### src/rtl/fractal_sync_leaf.sv
// Leaf node of the fractal barrier tree: takes one barrier request from a core,
// pulses it up the tree, waits for the wake/error and returns a completion with status.
module fractal_sync_leaf #(
  parameter int unsigned AGGREGATE_WIDTH = 1,
  parameter int unsigned ID_WIDTH        = 1,
  parameter int unsigned TIMEOUT_CYCLES  = 1024
) (
  input  logic                       clk_i,
  input  logic                       rst_ni,
  input  logic                       start_valid_i,
  output logic                       start_ready_o,
  input  logic [AGGREGATE_WIDTH-1:0] start_aggr_i,
  input  logic [ID_WIDTH-1:0]        start_id_i,
  output logic                       req_sync_o,
  output logic [AGGREGATE_WIDTH-1:0] req_aggr_o,
  output logic [ID_WIDTH-1:0]        req_id_o,
  input  logic                       rsp_wake_i,
  input  logic [AGGREGATE_WIDTH-1:0] rsp_aggr_i,
  input  logic [ID_WIDTH-1:0]        rsp_id_i,
  input  logic                       rsp_error_i,
  output logic                       done_valid_o,
  input  logic                       done_ready_i,
  output logic [1:0]                 done_status_o,
  output logic [15:0]                done_cycles_o,
  output logic                       spurious_o
);

  typedef enum logic [1:0] {IDLE, SEND, WAIT, DONE} state_e;

  localparam logic [1:0] ST_OK       = 2'd0;
  localparam logic [1:0] ST_TREE_ERR = 2'd1;
  localparam logic [1:0] ST_MISMATCH = 2'd2;
  localparam logic [1:0] ST_TIMEOUT  = 2'd3;

  // Counter value on the last permitted WAIT cycle; unused when the timeout is off.
  localparam logic [31:0] TO_LAST = (TIMEOUT_CYCLES == 0) ? 32'd0 : 32'(TIMEOUT_CYCLES - 1);
  localparam logic        TO_EN   = (TIMEOUT_CYCLES != 0);

  state_e                     state_q;
  logic [AGGREGATE_WIDTH-1:0] aggr_q;
  logic [ID_WIDTH-1:0]        id_q;
  logic [15:0]                cnt_q;
  logic [15:0]                cnt_inc;
  logic                       wake_match;
  logic                       timeout_hit;

  assign cnt_inc     = (cnt_q == 16'hFFFF) ? cnt_q : cnt_q + 16'd1;
  assign wake_match  = (rsp_id_i == id_q) && (rsp_aggr_i == aggr_q);
  assign timeout_hit = TO_EN && ({16'd0, cnt_q} == TO_LAST);

  // Handshake outputs are pure state decodes, so no input reaches them combinationally.
  assign start_ready_o = (state_q == IDLE);
  assign done_valid_o  = (state_q == DONE);

  always_ff @(posedge clk_i or negedge rst_ni) begin
    if (!rst_ni) begin
      state_q       <= IDLE;
      aggr_q        <= '0;
      id_q          <= '0;
      cnt_q         <= '0;
      req_sync_o    <= 1'b0;
      req_aggr_o    <= '0;
      req_id_o      <= '0;
      done_status_o <= ST_OK;
      done_cycles_o <= '0;
      spurious_o    <= 1'b0;
    end else begin
      if ((rsp_wake_i || rsp_error_i) && state_q != WAIT) spurious_o <= 1'b1;
      case (state_q)
        IDLE: begin
          if (start_valid_i) begin
            aggr_q     <= start_aggr_i;
            id_q       <= start_id_i;
            req_sync_o <= 1'b1;
            req_aggr_o <= start_aggr_i;
            req_id_o   <= start_id_i;
            state_q    <= SEND;
          end
        end
        SEND: begin
          req_sync_o <= 1'b0;
          req_aggr_o <= '0;
          req_id_o   <= '0;
          cnt_q      <= '0;
          state_q    <= WAIT;
        end
        WAIT: begin
          // Responses outrank the timeout; error outranks a wake in the same cycle.
          if (rsp_error_i || rsp_wake_i || timeout_hit) begin
            if (rsp_error_i)     done_status_o <= ST_TREE_ERR;
            else if (rsp_wake_i) done_status_o <= wake_match ? ST_OK : ST_MISMATCH;
            else                 done_status_o <= ST_TIMEOUT;
            done_cycles_o <= cnt_inc;
            state_q       <= DONE;
          end else begin
            cnt_q <= cnt_inc;
          end
        end
        DONE: begin
          if (done_ready_i) state_q <= IDLE;
        end
        default: state_q <= IDLE;
      endcase
    end
  end

endmodule

### config.mk
export PLATFORM = sky130hd
export DESIGN_NAME = fractal_sync_leaf
export DESIGN_NICKNAME = d
export VERILOG_FILES = /design/src/rtl/fractal_sync_leaf.sv
export SDC_FILE = /design/constraint.sdc
export NUM_CORES = 1
export LEC_CHECK = 0
export CAP_MARGIN = 20
export CORE_MARGIN = 8
export CORE_UTILIZATION = 45
export DETAILED_ROUTE_END_ITERATION = 12
export PLACE_DENSITY = 0.69
export REMOVE_ABC_BUFFERS = 1
export SLEW_MARGIN = 20
export SYNTH_ARGS = -nofsm -noshare
export SYNTH_HDL_FRONTEND = slang
export SYNTH_SLANG_ARGS = --single-unit
### constraint.sdc
create_clock -name clk_i -period 2.8 [get_ports clk_i]
set_input_delay 0.28 -clock clk_i [delete_from_list [all_inputs] [get_ports clk_i]]
set_output_delay 0.28 -clock clk_i [all_outputs]
set_load 0.05 [all_outputs]
---- Yosys cells after proc, flatten, opt, wreduce, memory -nomap -nowiden ----
Cells that the tools add are included.
storage, ports and cells
  register bits after elaboration ......... 42
  input bits .............................. 10
  word-level logic and storage cells ...... 51
cells by class
  add/sub/neg operators ................... 1
  equal/unequal tests ..................... 12
  mux-type cells .......................... 16
  reductions and logical operators ........ 12
operators with widths
  operator                                                number
  2-to-1 mux 16 bit                                       2
  one-hot mux 16 bit (2 select lines)                     1
  adder 16 x 1 -> 16 bit (second input constant)          1
  == test 16 x 10 -> 1 bit (second input constant)        1
  == test 16 bit (second input constant)                  1
  2-to-1 mux 2 bit                                        6
  inequality test 2 bit (second input constant)           4
  one-hot mux 2 bit (4 select lines)                      1
  AND reduction 2 bit                                     4
  one-hot mux 1 bit (2 select lines)                      3
  == test 2 bit (second input constant)                   2
  nonzero test 2 bit                                      2
  2-to-1 mux 1 bit                                        3
  AND reduction 3 bit                                     1
  == test 1 bit                                           2
  == test 2 x 1 -> 1 bit (second input constant)          1
  logical AND 1 bit                                       2
  zero test 2 bit                                         1
  logical OR 1 bit                                        2
  inequality test 2 x 1 -> 1 bit (second input constant)  1

---- Depth between registers and ports, before layout ----
Gate-level depths: netlist of the first run.
  depth after elaboration ................. 5
  depth in mapped cells ................... 8
  gate-level depth less buffers ........... 6

---- Worst setup path before layout of the first run ----
OpenSTA, ideal clock, no wires.
  path kind ............................... reg2reg
  start ................................... register cnt_q[13]
  end ..................................... register state_q[1]
  arrival ................................. 1942 ps
  data required time ...................... 2672 ps
  slack ................................... 730 ps
  stages on the path, launching flop included .. 7
  path buffers ............................ 1
  clock period less this slack ............ 2070 ps
  path through ............................ dfrtp_1 > buf_2 > or4_4 > nor4_4 > nor2_1 > nor3_2 > mux2_1
between the ends
  cells in the longest elaborated chain, start to end .. 4
RTL lines
  what                                    line  RTL
  from (decl)                             42    logic [15:0] cnt_q;
  from (signal assigned)                  96    cnt_q <= cnt_inc;
  == test 16 x 10 -> 1 bit                49    assign timeout_hit = TO_EN && ({16'd0, cnt_q} == TO_LAST);
  logical OR 1 bit                        89    if (rsp_error_i || rsp_wake_i || timeout_hit) begin
  inequality test 2 bit (no source line)  n/a
  AND reduction 3 bit (no source line)    n/a
  to (signal assigned)                    57    state_q <= IDLE;
  to (signal assigned)                    94    state_q <= DONE;
  to (signal assigned)                    100   if (done_ready_i) state_q <= IDLE;
  to (decl)                               39    state_e state_q;
Every way passes these cells.
A chain may end at the register's enable or synchronous reset.

---- Worst setup path after layout of the first run ----
  start ................................... register cnt_q[0]
  end ..................................... register state_q[1]
The elaborated chain is that of the path after synthesis.

==> out/results.ini, run 1 <==
[setup_path]
reg2reg_from=cnt_q[0]
crit_type=flop to flop
crit_path_cell_trace=ha_1, nand4_2, nor4_4, nor2_1, nor3_2, mux2_1
crit_start=cnt_q[0]
crit_path_end_kind=flop
crit_required_ps=2980
cp.arrival_ps=2690
crit_fanout=13
r2r_slack_ps=280
r2r-end=state_q[1]
start_kind=flop
critPathCapture=state_q[1]
r2r_cells=6
crit_slowest_cell=nor4_4
max_stage_delay_ps=510

[grt]
grt_max_degree=43
antenna_found_initial=0
first_global_vias=1816
grt_overflow=0
track_usage=0.1441
grt_pass1_wl_mm=8.631

[placed_design]
port_buffers=33
dp_hpwl_mm=3.539
gp_congestion=0.9238
post-place-ws_ps=319.1
dp.cells=322

[sta]
slew_headroom=0.3778
slew_viol_final=0
setup-violations-final=0
hold_viol=0
clock-skew-final_ps=6.789
worstMarginPinSlew_ps=929.9
rsz0062_at_grt=false
setup_ws_ps=282.0
max_freq_mhz=397.1
fin_crit_sh=0.8993
period_minus_slack_ps=2518

[final_layout]
antenna_cells=0
layout-drive-gt1-share=0.06489
layout_common_cells=dfrtp_1, clkdlybuf4s50_1, nand2_1, o21ai_1, nand3_1
post-route-util=0.5634
layoutNonFillerInstCount=329
layout_commonest_cell=dfrtp_1
nNetsFinal=277
multiInputGateArea_um2=1080
seqCellArea_um2=1051
fill_cells=433
area_growth_pct=21.40

[route]
drtPass1Iterations=4
wl_per_cell_um=14.78
postRouteAntennaNets=0
wl_mm=4.864
drtIter0Drc=78
drc_errors=0
routed_via_density=5.468
vias=1799

[yosys]
ys_seq_area_frac=0.4795
ys_async_sr_fraction=1.000
ys_seq_elements=42
synthFlopType=dfrtp_1
yosysWarnings=0
syn_inst=230
yosysUniqueCellTypes=45
netlist_area_um2=2192
synth_top_cell_area_share=0.4795
synth.area.top_cells=dfrtp_1, nand2_1, o21ai_1
synth_edf_count=0
synth_area_leader_cell=dfrtp_1
syn_avg_cell_area_um2=9.531

[die]
dieArea_um2=7361
die_x_um=85.80
die_h_um=85.80
core_area_um2=4723
io_pins=34
start_util=0.4641
fp-row-count=25

[cts]
cts_tree=yes
cts_hold_buf=0
clk_latency_ps=290
clockBufferDepth=2
htree_levels=2
numCtsBuffers=5
clkSinkCount=42
cts_root_buf=clkbuf_8
postCtsSetupBuffers=0
cts_resized=0
cts.clk_slew.worst_paths_ps=80

[run_status]
status=finished, final reports clean

[power_and_ir_drop]
ir_worst_vdd_uv=675.0
p_leak_nw=1.070
power_density_nw_per_um2=732.5

[worst_hold_path]
min_path_type=input port to async pin

[run]
max-cap-violations=0

[sequential cells by signal (all words and copies together), names as in the netlist]
name,flops
req_aggr_o,1
aggr_q,1
id_q,1
cnt_q,16
spurious_o,1
done_cycles_o,16
req_id_o,1
state_q,2
req_sync_o,1
done_status_o,2
[worst max-delay path: cells and delay by family (launching register included)]
kind	cells	cell delay, ps
multiplexers	1	330
flip-flops	1	420
adder cells (fa/ha/maj)	1	290
AND/OR/NAND/NOR	4	1360
[cell usage after synthesis, types with 2 or more instances]
cell type   n
buf_2       3
nand3_1    14
nor4_1      3
and4_1      2
o21ai_1    19
nor3b_1     2
a31oi_1     2
a21boi_0    3
ha_1        5
nor2_1     12
nand4_1     4
mux2i_1     2
a21o_1      3
nor2b_1     5
o21ai_0    13
mux2_2      3
xnor2_1     9
clkbuf_1    6
a21oi_1     7
xor2_1      2
inv_1       8
nor3_1      3
and3_1      5
a311oi_1    5
nand2_1    26
dfrtp_1    42
o31ai_1     2
or3_1       3
[power by group]
group	switching, W	internal, W	leakage (nW)
clock network	0.000195	0.000172	0.0383
logic	0.000520	0.000303	0.472
registers	0.0000650	0.000695	0.560
[through the flow]
| step | setup TNS [ps] | area (um^2) | total power (W) | hold slack [ps] |
|---|---|---|---|---|
| 4_1_cts | 0 | 2661 | 0.001982 | 165.5 |
| 3_5_place_dp | 0 | 2585 | 0.001602 | 471.5 |
| 6_report | 0 | 2661 | 0.001950 | 122.0 |
| 5_1_grt | 0 | 2661 | 0.002078 | 208.2 |
| 3_3_place_gp | 0 | 2585 | 0.001592 | 461.0 |
| 2_1_floorplan | -7158 | 2147 | 0.001326 | -15.59 |
[worst min path at each step]
stage,cells after the start,slack [ps],to
3_3_place_gp,2,460,done_cycles_o[1]
6_report,1,120,done_cycles_o[6]
3_5_place_dp,2,470,done_cycles_o[1]
4_1_cts,1,170,done_cycles_o[6]
5_1_grt,1,210,done_cycles_o[6]
2_1_floorplan,0,-20,aggr_q
[layout make-up]
class / count / area share
inverter: 8 / 0.01128
sequential: 42 / 0.3949
timing repair buffer: 35 / 0.1279
clock buffer: 7 / 0.02868
tap: 67 / 0.03150
multi-input combinational: 170 / 0.4057
[routing by layer]
metal  share of wire  wire, um  global-route usage  up-vias
met4           0.010        49             0.04299        0
met1            0.50      2440              0.1878      866
li1                -         -                   -      893
met2            0.44      2145              0.2250       35
met3           0.047       229             0.04107        5
met5               0         0                   0        -
[kinds of logic (layout without fill, tap and decap cells)]
group           count (synthesis)  in the layout  synth area share
fa+ha+maj                       5              5           0.02854
compound gates                 61             61            0.1689
mux                             6              6           0.02968
xor+xnor                       11             11           0.04395
simple gates                   87             87            0.2152
flops                          42             42            0.4795
buf+inv                        18             50           0.03425
No activity file was read; power rests on OpenSTA's default activity.
==> run 2, diff against run 1 <==
- CAP_MARGIN: 20 -> 10
==> results of run 2 <==
Same layout as run 1: the final DEF is identical, and so are final timing and power.
